$ cat src/rtl/store_packer_if.sv
// Store request and memory write-port bundle for the store packer.
// No logic, no latency; pure signal grouping.
// Backpressure: req_ready throttles the producer, mem_ready throttles the packer.
interface store_packer_if #(
   parameter int ADDR_W    = 64,
   parameter int MEM_BYTES = 4
);
   logic                   req_valid;
   logic                   req_ready;
   logic [ADDR_W-1:0]      req_addr;
   logic [63:0]            req_data;
   logic [1:0]             req_size;

   logic                   mem_valid;
   logic                   mem_ready;
   logic [ADDR_W-1:0]      mem_addr;
   logic [8*MEM_BYTES-1:0] mem_wdata;
   logic [MEM_BYTES-1:0]   mem_wstrb;

   // Packer side: consumes requests, produces memory beats.
   modport slave (
      input  req_valid, req_addr, req_data, req_size, mem_ready,
      output req_ready, mem_valid, mem_addr, mem_wdata, mem_wstrb
   );

   // Environment side: produces requests, accepts memory beats.
   modport master (
      output req_valid, req_addr, req_data, req_size, mem_ready,
      input  req_ready, mem_valid, mem_addr, mem_wdata, mem_wstrb
   );
endinterface

$ cat src/rtl/store_packer.sv
// Truncates a 64-bit store value to 1/2/4/8 bytes and packs it into 1-3 byte-enabled word beats.
// Latency: first beat valid the cycle after accept; done pulses the cycle after the last beat handshake.
// Backpressure: beats hold stable while mem_ready is low; req_ready is high only in IDLE.
module store_packer #(
   parameter int MEM_BYTES = 4,
   parameter int ADDR_W    = 64
) (
   input  logic             clk,
   input  logic             reset_n,
   store_packer_if.slave    bus,
   output logic             done,
   output logic             busy
);
   localparam int WORD_W = 8 * MEM_BYTES;

   typedef enum logic [1:0] {IDLE, SEND, DONE} state_t;

   state_t              state, stateNext;
   logic [1:0]          beatIdx;
   logic [1:0]          lastIdx;
   logic [ADDR_W-1:0]   baseAddr;
   logic [3*WORD_W-1:0] packData;
   logic [3*MEM_BYTES-1:0] packStrb;

   logic                accept;
   logic                beatFire;
   logic                lastBeat;
   logic [1:0]          offset;
   logic [3:0]          nBytes;
   logic [3:0]          endByte;
   logic [63:0]         keepMask;
   logic [7:0]          byteMask;
   logic [3*WORD_W-1:0] shiftedData;
   logic [3*MEM_BYTES-1:0] shiftedStrb;

   assign offset   = bus.req_addr[1:0];
   assign accept   = bus.req_valid && (state == IDLE);
   assign beatFire = (state == SEND) && bus.mem_ready;
   assign lastBeat = (beatIdx == lastIdx);

   // Decode the access size into byte count, data keep-mask and byte-enable mask.
   always_comb begin
      nBytes   = 4'd1;
      keepMask = 64'h0000_0000_0000_00FF;
      byteMask = 8'h01;
      case (bus.req_size)
         2'd0: begin nBytes = 4'd1; keepMask = 64'h0000_0000_0000_00FF; byteMask = 8'h01; end
         2'd1: begin nBytes = 4'd2; keepMask = 64'h0000_0000_0000_FFFF; byteMask = 8'h03; end
         2'd2: begin nBytes = 4'd4; keepMask = 64'h0000_0000_FFFF_FFFF; byteMask = 8'h0F; end
         default: begin nBytes = 4'd8; keepMask = 64'hFFFF_FFFF_FFFF_FFFF; byteMask = 8'hFF; end
      endcase
   end

   // Place the kept bytes at their final lane positions across a 3-word window;
   // the index of the last touched byte selects the final beat.
   assign shiftedData = {{(3*WORD_W-64){1'b0}}, bus.req_data & keepMask} << {offset, 3'b000};
   assign shiftedStrb = {{(3*MEM_BYTES-8){1'b0}}, byteMask} << offset;
   assign endByte     = {2'b00, offset} + nBytes - 4'd1;

   // State register.
   always_ff @(posedge clk or negedge reset_n) begin
      if (!reset_n) state <= IDLE;
      else          state <= stateNext;
   end

   // Next-state logic and control outputs.
   always_comb begin
      stateNext     = state;
      bus.req_ready = 1'b0;
      bus.mem_valid = 1'b0;
      done          = 1'b0;
      busy          = 1'b1;
      case (state)
         IDLE: begin
            bus.req_ready = 1'b1;
            busy          = 1'b0;
            if (accept) stateNext = SEND;
         end
         SEND: begin
            bus.mem_valid = 1'b1;
            if (beatFire && lastBeat) stateNext = DONE;
         end
         DONE: begin
            done      = 1'b1;
            stateNext = IDLE;
         end
         default: stateNext = IDLE;
      endcase
   end

   // Capture the packed store on accept and step the beat index on each handshake.
   always_ff @(posedge clk or negedge reset_n) begin
      if (!reset_n) begin
         beatIdx  <= 2'd0;
         lastIdx  <= 2'd0;
         baseAddr <= '0;
         packData <= '0;
         packStrb <= '0;
      end else if (accept) begin
         beatIdx  <= 2'd0;
         lastIdx  <= endByte[3:2];
         baseAddr <= {bus.req_addr[ADDR_W-1:2], 2'b00};
         packData <= shiftedData;
         packStrb <= shiftedStrb;
      end else if (beatFire && !lastBeat) begin
         beatIdx  <= beatIdx + 2'd1;
      end
   end

   // Beat payload is driven only while sending; all fields read zero otherwise.
   always_comb begin
      bus.mem_addr  = '0;
      bus.mem_wdata = '0;
      bus.mem_wstrb = '0;
      if (state == SEND) begin
         bus.mem_addr = baseAddr + ADDR_W'({beatIdx, 2'b00});
         case (beatIdx)
            2'd0: begin
               bus.mem_wdata = packData[0 +: WORD_W];
               bus.mem_wstrb = packStrb[0 +: MEM_BYTES];
            end
            2'd1: begin
               bus.mem_wdata = packData[WORD_W +: WORD_W];
               bus.mem_wstrb = packStrb[MEM_BYTES +: MEM_BYTES];
            end
            default: begin
               bus.mem_wdata = packData[2*WORD_W +: WORD_W];
               bus.mem_wstrb = packStrb[2*MEM_BYTES +: MEM_BYTES];
            end
         endcase
      end
   end
endmodule

$ cat src/flat_wrapper.sv
// flat-port wrapper written by rule: the top's interface ports become plain ports
module store_packer_flat 
#(
   parameter int MEM_BYTES = 4,
   parameter int ADDR_W    = 64
)
  (clk, reset_n, done, busy, bus_req_valid, bus_req_addr, bus_req_data, bus_req_size, bus_mem_ready, bus_req_ready, bus_mem_valid, bus_mem_addr, bus_mem_wdata, bus_mem_wstrb);
  store_packer_if #(.ADDR_W(ADDR_W), .MEM_BYTES(MEM_BYTES)) bus_i ();
  input  logic clk;
  input  logic reset_n;
  output logic done;
  output logic busy;
  input wire logic [$bits(bus_i.req_valid)-1:0] bus_req_valid;
  input wire logic [$bits(bus_i.req_addr)-1:0] bus_req_addr;
  input wire logic [$bits(bus_i.req_data)-1:0] bus_req_data;
  input wire logic [$bits(bus_i.req_size)-1:0] bus_req_size;
  input wire logic [$bits(bus_i.mem_ready)-1:0] bus_mem_ready;
  output wire logic [$bits(bus_i.req_ready)-1:0] bus_req_ready;
  output wire logic [$bits(bus_i.mem_valid)-1:0] bus_mem_valid;
  output wire logic [$bits(bus_i.mem_addr)-1:0] bus_mem_addr;
  output wire logic [$bits(bus_i.mem_wdata)-1:0] bus_mem_wdata;
  output wire logic [$bits(bus_i.mem_wstrb)-1:0] bus_mem_wstrb;
  assign bus_i.req_valid = bus_req_valid;
  assign bus_i.req_addr = bus_req_addr;
  assign bus_i.req_data = bus_req_data;
  assign bus_i.req_size = bus_req_size;
  assign bus_i.mem_ready = bus_mem_ready;
  assign bus_req_ready = bus_i.req_ready;
  assign bus_mem_valid = bus_i.mem_valid;
  assign bus_mem_addr = bus_i.mem_addr;
  assign bus_mem_wdata = bus_i.mem_wdata;
  assign bus_mem_wstrb = bus_i.mem_wstrb;
  store_packer #(.MEM_BYTES(MEM_BYTES), .ADDR_W(ADDR_W)) u_core (.clk(clk), .reset_n(reset_n), .bus(bus_i), .done(done), .busy(busy));
endmodule
$ cat config.mk
export PLATFORM = sky130hd
export DESIGN_NAME = store_packer_flat
export DESIGN_NICKNAME = d
export VERILOG_FILES = /design/src/rtl/store_packer_if.sv /design/src/rtl/store_packer.sv /design/src/flat_wrapper.sv
export SDC_FILE = /design/constraint.sdc
export NUM_CORES = 1
export LEC_CHECK = 0
export CORE_UTILIZATION = 47
export CTS_BUF_LIST = sky130_fd_sc_hd__clkbuf_4 sky130_fd_sc_hd__clkbuf_8
export DETAILED_ROUTE_END_ITERATION = 10
export PLACE_DENSITY = 0.8
export SYNTH_ARGS = -nofsm -noshare
export SYNTH_HDL_FRONTEND = slang
export SYNTH_SLANG_ARGS = --single-unit
$ cat constraint.sdc
create_clock -name clk -period 2.75 [get_ports clk]
set_input_delay 0.6875 -clock clk [delete_from_list [all_inputs] [get_ports clk]]
set_output_delay 0.6875 -clock clk [all_outputs]
set_load 0.03 [all_outputs]
-- Word level (Yosys, flattened, before mapping)
Cells that the tools add are included.
- flip-flop bits (word level): 176
- output and inout port bits: 104
- bits of input ports: 134
- word-level logic and storage cells: 48
- reduce and logical (&&, ||, !) cells: 10
- muxes and demuxes: 17
- shift operators: 2
- bitwise gates (word level): 1
- $add $sub $neg: 4
- equal/unequal tests: 8
- operator list (kind ; number):
    one-hot mux 64 bit (3 select lines) ; 1
    left shift 64 x 5 -> 96 bit ; 1
    adder 64 x 4 -> 64 bit ; 1
    AND 64 bit ; 1
    2-to-1 mux 64 bit ; 1
    one-hot mux 32 bit (2 select lines) ; 1
    2-to-1 mux 32 bit ; 1
    one-hot mux 8 bit (3 select lines) ; 1
    one-hot mux 4 bit (3 select lines) ; 1
    left shift 8 x 2 -> 12 bit ; 1
    2-to-1 mux 2 bit ; 4
    one-hot mux 4 bit (2 select lines) ; 1
    equality test 2 x 1 -> 1 bit, second input constant ; 3
    zero test 2 bit ; 3
    adder 2 x 4 -> 4 bit ; 1
    equality test 2 bit, second input constant ; 2
    logical AND 1 bit ; 4
    2-to-1 mux 1 bit ; 4
    2-to-1 mux 4 bit ; 1
    one-hot mux 2 bit (2 select lines) ; 1
    subtractor 4 x 1 -> 4 bit, second input constant ; 1
    adder 2 x 1 -> 2 bit, second input constant ; 1
    equality test 2 bit ; 1
    != test 2 x 1 -> 1 bit, second input constant ; 1
    4 further kinds ; 4

-- Depth between registers and ports, before layout
- word-level depth: 5
- gate-level depth with buffers: 11

-- Worst setup path after synthesis
OpenSTA, ideal clock, no wires.
- path kind: reg-to-output
- start: register u_core.beatIdx[0]
- end: output bus_mem_addr[44]
- data required time: 2.062 ns
- arrival: 2.653 ns
- stages on the path, launching flop included: 9
- setup slack: -0.590 ns
- buffers on the path: 1
- path through: dfrtp_1 ha_1 fa_1 nand4_1 nor3_1 clkbuf_1 nand2_1 or4_1 a21oi_1
- word-level cells in the longest chain between the ends: 2
- RTL lines (element ; line ; source):
    start: declaration ; store_packer.sv:19 ; logic [1:0] beatIdx;
    start signal: assignment ; store_packer.sv:106 ; beatIdx <= beatIdx + 2'd1;
    adder 64 x 4 -> 64 bit ; store_packer.sv:116 ; bus.mem_addr = baseAddr + ADDR_W'({beatIdx, 2'b00});
    2-to-1 mux 64 bit ; store_packer.sv:115 ; if (state == SEND) begin
    end: declaration ; flat_wrapper.sv:20 ; output wire logic [$bits(bus_i.mem_addr)-1:0] bus_mem_addr;
No other way between the ends.

-- Final worst setup path
- start: register u_core.baseAddr[2]
- end: output bus_mem_addr[44]
- word-level cells in the longest chain between the ends: 2
- RTL lines (element ; line ; source):
    start: declaration ; store_packer.sv:21 ; logic [ADDR_W-1:0] baseAddr;
    start signal: assignment ; store_packer.sv:102 ; baseAddr <= {bus.req_addr[ADDR_W-1:2], 2'b00};
    adder 64 x 4 -> 64 bit ; store_packer.sv:116 ;
    2-to-1 mux 64 bit ; store_packer.sv:115 ;
No other way between the ends.

==> results.rst <==
.. list-table::
   :header-rows: 1

   * - Metric
     - Value
   * - Cell area power density
     - 1027 mW/mm²
   * - Post-detail-place hpwl
     - 25.31 mm
   * - Share of the core filled with cells
     - 0.7369
   * - Worst max-slew margin expressed relative to the limit
     - 0.4430
   * - Delay of the slowest critical-path stage
     - 0.43 ns
   * - Portion of synthesized cell area occupied by the leading cell type
     - 0.4278
   * - Type of the most critical hold path
     - in2async
   * - Pre-CTS setup slack
     - -0.2758 ns
   * - CP max-delay cell
     - or4_4
   * - Setup repair after global routing missed its margin
     - yes
   * - TritonCTS clock tree
     - built
   * - Fmax
     - roughly 280 MHz
   * - Vias/cell
     - 5.910
   * - Number of global-route vias before repair
     - 10220
   * - Count of antenna diodes in the layout
     - 0
   * - Gpl congestion
     - 0.9619
   * - Instance count of the mapped netlist
     - around 1200
   * - Max rail drop VDD
     - 0.9650 mV
   * - Synthesized-area fraction occupied by xor and xnor cells
     - 0.03317
   * - Number of buffers added on ports
     - 235
   * - List of cells traversed by the critical path
     - ha_4 > fa_2 > nand4_1 > nor3_2 > buf_4 > nand2_4 > or4_4 > a21oi_4 > buf_4
   * - Wire length of the first global-routing pass
     - 55.23 mm
   * - Global route total overflow
     - 0
   * - Final cell count without fillers
     - 1829
   * - Post-synth cell types
     - between 40 and 50
   * - Adder-cell share of the synthesized area
     - 0.01178
   * - H-tree depth
     - 4
   * - Post-synthesis share of cell area spent on and, or, nand and nor gates
     - 0.2610
   * - Type of the setup path with the least slack
     - reg2out
   * - CTS sink cnt
     - 167
   * - Number of rows created at floorplan
     - 52
   * - Final WS setup
     - -0.8429 ns
   * - DRC errors left
     - 0
   * - Synthesis Warnings
     - 0
   * - EDFF count, synth
     - 0
   * - Floorplan core area
     - between 0.02 and 0.025 mm²
   * - Area delta synth->final
     - 53.11%
   * - Kind of end point of the critical path
     - primary output
   * - Count leader, synth
     - nand2_1
   * - Most repeated library cell on the critical path
     - buf_4
   * - Share of post-route cells with drive strength above 1
     - 0.2951
   * - Buffer type at the clock tree root
     - clkbuf_8
   * - Final hold vios
     - 0
   * - Die outline area
     - 0.02137 mm²
   * - Sequential share of the synthesized area
     - 0.4278
   * - Hold-fix buffer count after cts
     - 0
   * - Die X
     - 146.2 µm
   * - Synth top cells by count
     - nand2_1, dfrtp_1, nor2_1
   * - TritonRoute pass-1 iters
     - 6
   * - Share of the clock period used by the worst path
     - 1.307
   * - All-Layer GR Usage
     - 0.3294
   * - Post-layout min period
     - 3.593 ns
   * - Final wirelength
     - 36.42 mm
   * - DR vias
     - 10810
   * - Clk slew on worst S/H paths
     - 0.09 ns
   * - Worst hold slack across all endpoints
     - 0.1354 ns
   * - Floorplan die height
     - roughly 150 µm
   * - WP data required
     - 2.06 ns
   * - Netlist area before placement
     - approximately 0.0098 mm²
   * - Max Root-Sink Buffers
     - 2
   * - Leading register cell type out of synthesis
     - dfrtp_1
   * - Area contributors post-synth
     - dfrtp_1, nand2_1, nor2_1
   * - Wire per inst
     - 19.91 µm
   * - Slew @ Worst Pin
     - 0.8324 ns
   * - Largest area contributor in the netlist
     - dfrtp_1
   * - Number of antenna violations at the first check in global routing
     - 0
   * - Insertion delay of the later-clocked pin in the worst-skew pair
     - 0.47 ns
   * - Final worst clock skew
     - 0.01546 ns
   * - Post-synthesis area per instance
     - around 7.9 µm²
   * - Mux cell area share after synthesis
     - 0.03599
   * - Critical path arrival
     - 2.91 ns
   * - DRC violation total after the first TritonRoute iteration
     - 1016
   * - Largest family of logic cells by synthesized area
     - simple AND/OR/NAND/NOR gates
   * - Launching element type of the critical path
     - flip-flop
   * - Max Slew Vio Count
     - 0
   * - Leakage power
     - 6.634 nW
   * - Highest net fanout along the worst path
     - 10
   * - Outcome
     - complete, but fails checks
   * - Post-synthesis compound-gate area fraction
     - 0.1853
   * - Initial cell density of the core
     - 0.4813
   * - Post-synthesis register bit count
     - between 150 and 200
   * - Detail Route Antenna Nets
     - 0
   * - Number of placed cells counting well taps
     - 1769
   * - Net count reported at finish
     - 1689
   * - Max-cap violations
     - 0
   * - Failing checks
     - negative setup slack
   * - Largest net degree at the start of global routing
     - 97
   * - Number of top-level pins
     - 238
   * - Async SR Flop Fraction
     - 1.000
   * - # setup viols final
     - 88
   * - Total clock buffers created by CTS
     - 17
-- routing by layer --
layer / GRT usage / wire [µm] / up-vias
met4: 0.09167 / 1180 / 0
li1: - / - / 4901
met5: 0 / 0 / -
met2: 0.5567 / 17640 / 654
met1: 0.4356 / 14290 / 5161
met3: 0.05625 / 3312 / 94
-- sequential cells by signal (all words and copies together), names as in the netlist --
name and cells:
u_core.packData 88, u_core.lastIdx 2, u_core.beatIdx 2, u_core.baseAddr 62
u_core.state 2, u_core.packStrb 11
-- worst max-delay path: cells and delay by family, from the launching register on --
| family | cells | cell delay, ns |
|---|---|---|
| AND/OR/NAND/NOR | 4 | 1.06 |
| buffers and inverters | 2 | 0.44 |
| flip-flops | 1 | 0.41 |
| adder cells (fa/ha/maj) | 2 | 0.40 |
| AO/OA/AOI/OAI | 1 | 0.14 |
-- final cells by class --
cell class	instances	area, µm²
clock buffer	19	255.2
fill	1461	5341
inverter	21	83.83
sequential	167	4179
multi-input combinational	950	6043
timing repair buffer	390	3882
tap	270	337.8
clock inverter	12	176.4
-- logic make-up after synthesis --
family,after synthesis
AO/OA/AOI/OAI,290
multiplexers,34
flip-flops,167
other,1
AND/OR/NAND/NOR,579
XOR/XNOR,37
adder cells (fa/ha/maj),8
buffers and inverters,113
-- stage by stage --
step / power, mW / setup TNS, ns / area [µm²]
6_report: 15.36 / -31.94 / 14960
5_1_grt: 16.11 / -41.30 / 14960
4_1_cts: 14.68 / -27.35 / 14370
3_5_place_dp: 12.33 / -5.869 / 13530
3_3_place_gp: 12.16 / -2.659 / 13530
2_1_floorplan: 8.887 / -1.515 / 10210
-- power by group --
part,internal (mW),total [mW],switching (mW)
Clock,1.02,1.95,0.934
Combinational,3.75,9.11,5.36
Sequential,3.47,4.30,0.824
Total,8.24,15.4,7.12
-- timing repair --
action,CTS,global route
setup buffers,11,18
gates cloned,2,4
setup endpoints to repair,96,92
resized for setup,79,101
pin swaps,31,34
-- placed cells by master, fill, tap and decap left out, types with 9 or more instances in the layout --
cell,instances
nand3_1,23
a22oi_1,27
mux2_2,9
or3_4,13
buf_4,162
a22o_1,16
mux2i_1,25
nand2_2,11
a31oi_1,10
nor3_1,19
buf_6,59
o31ai_1,11
clkbuf_8,18
a21o_1,11
a21oi_1,43
a22oi_2,17
nand4_1,23
dfrtp_1,167
buf_12,28
xor2_1,26
a21oi_4,20
and2_1,12
a211oi_1,9
nor2_2,10
or4_4,12
a21oi_2,28
o21ai_0,55
nor2_1,115
clkdlybuf4s50_1,135
nand2_4,11
inv_1,18
o21ai_1,14
nand2_1,283
-- final timing paths --
check / startpoint / endpoint / slack (ns) / cells after the start
worst min-delay path: reset_n / u_core.baseAddr[21] / 0.14 / 1
min in group clk: u_core.packData[2] / u_core.packData[2] / 0.48 / 2
worst min register to register: u_core.packData[2] / u_core.packData[2] / 0.48 / 2
max in group asynchronous: reset_n / u_core.packData[64] / 1.94 / 2
worst max register to register: u_core.state[0] / u_core.packData[76] / 0.81 / 4
worst max-delay path: u_core.baseAddr[2] / bus_mem_addr[44] / -0.84 / 9
No activity file was read; power rests on OpenSTA's default activity.
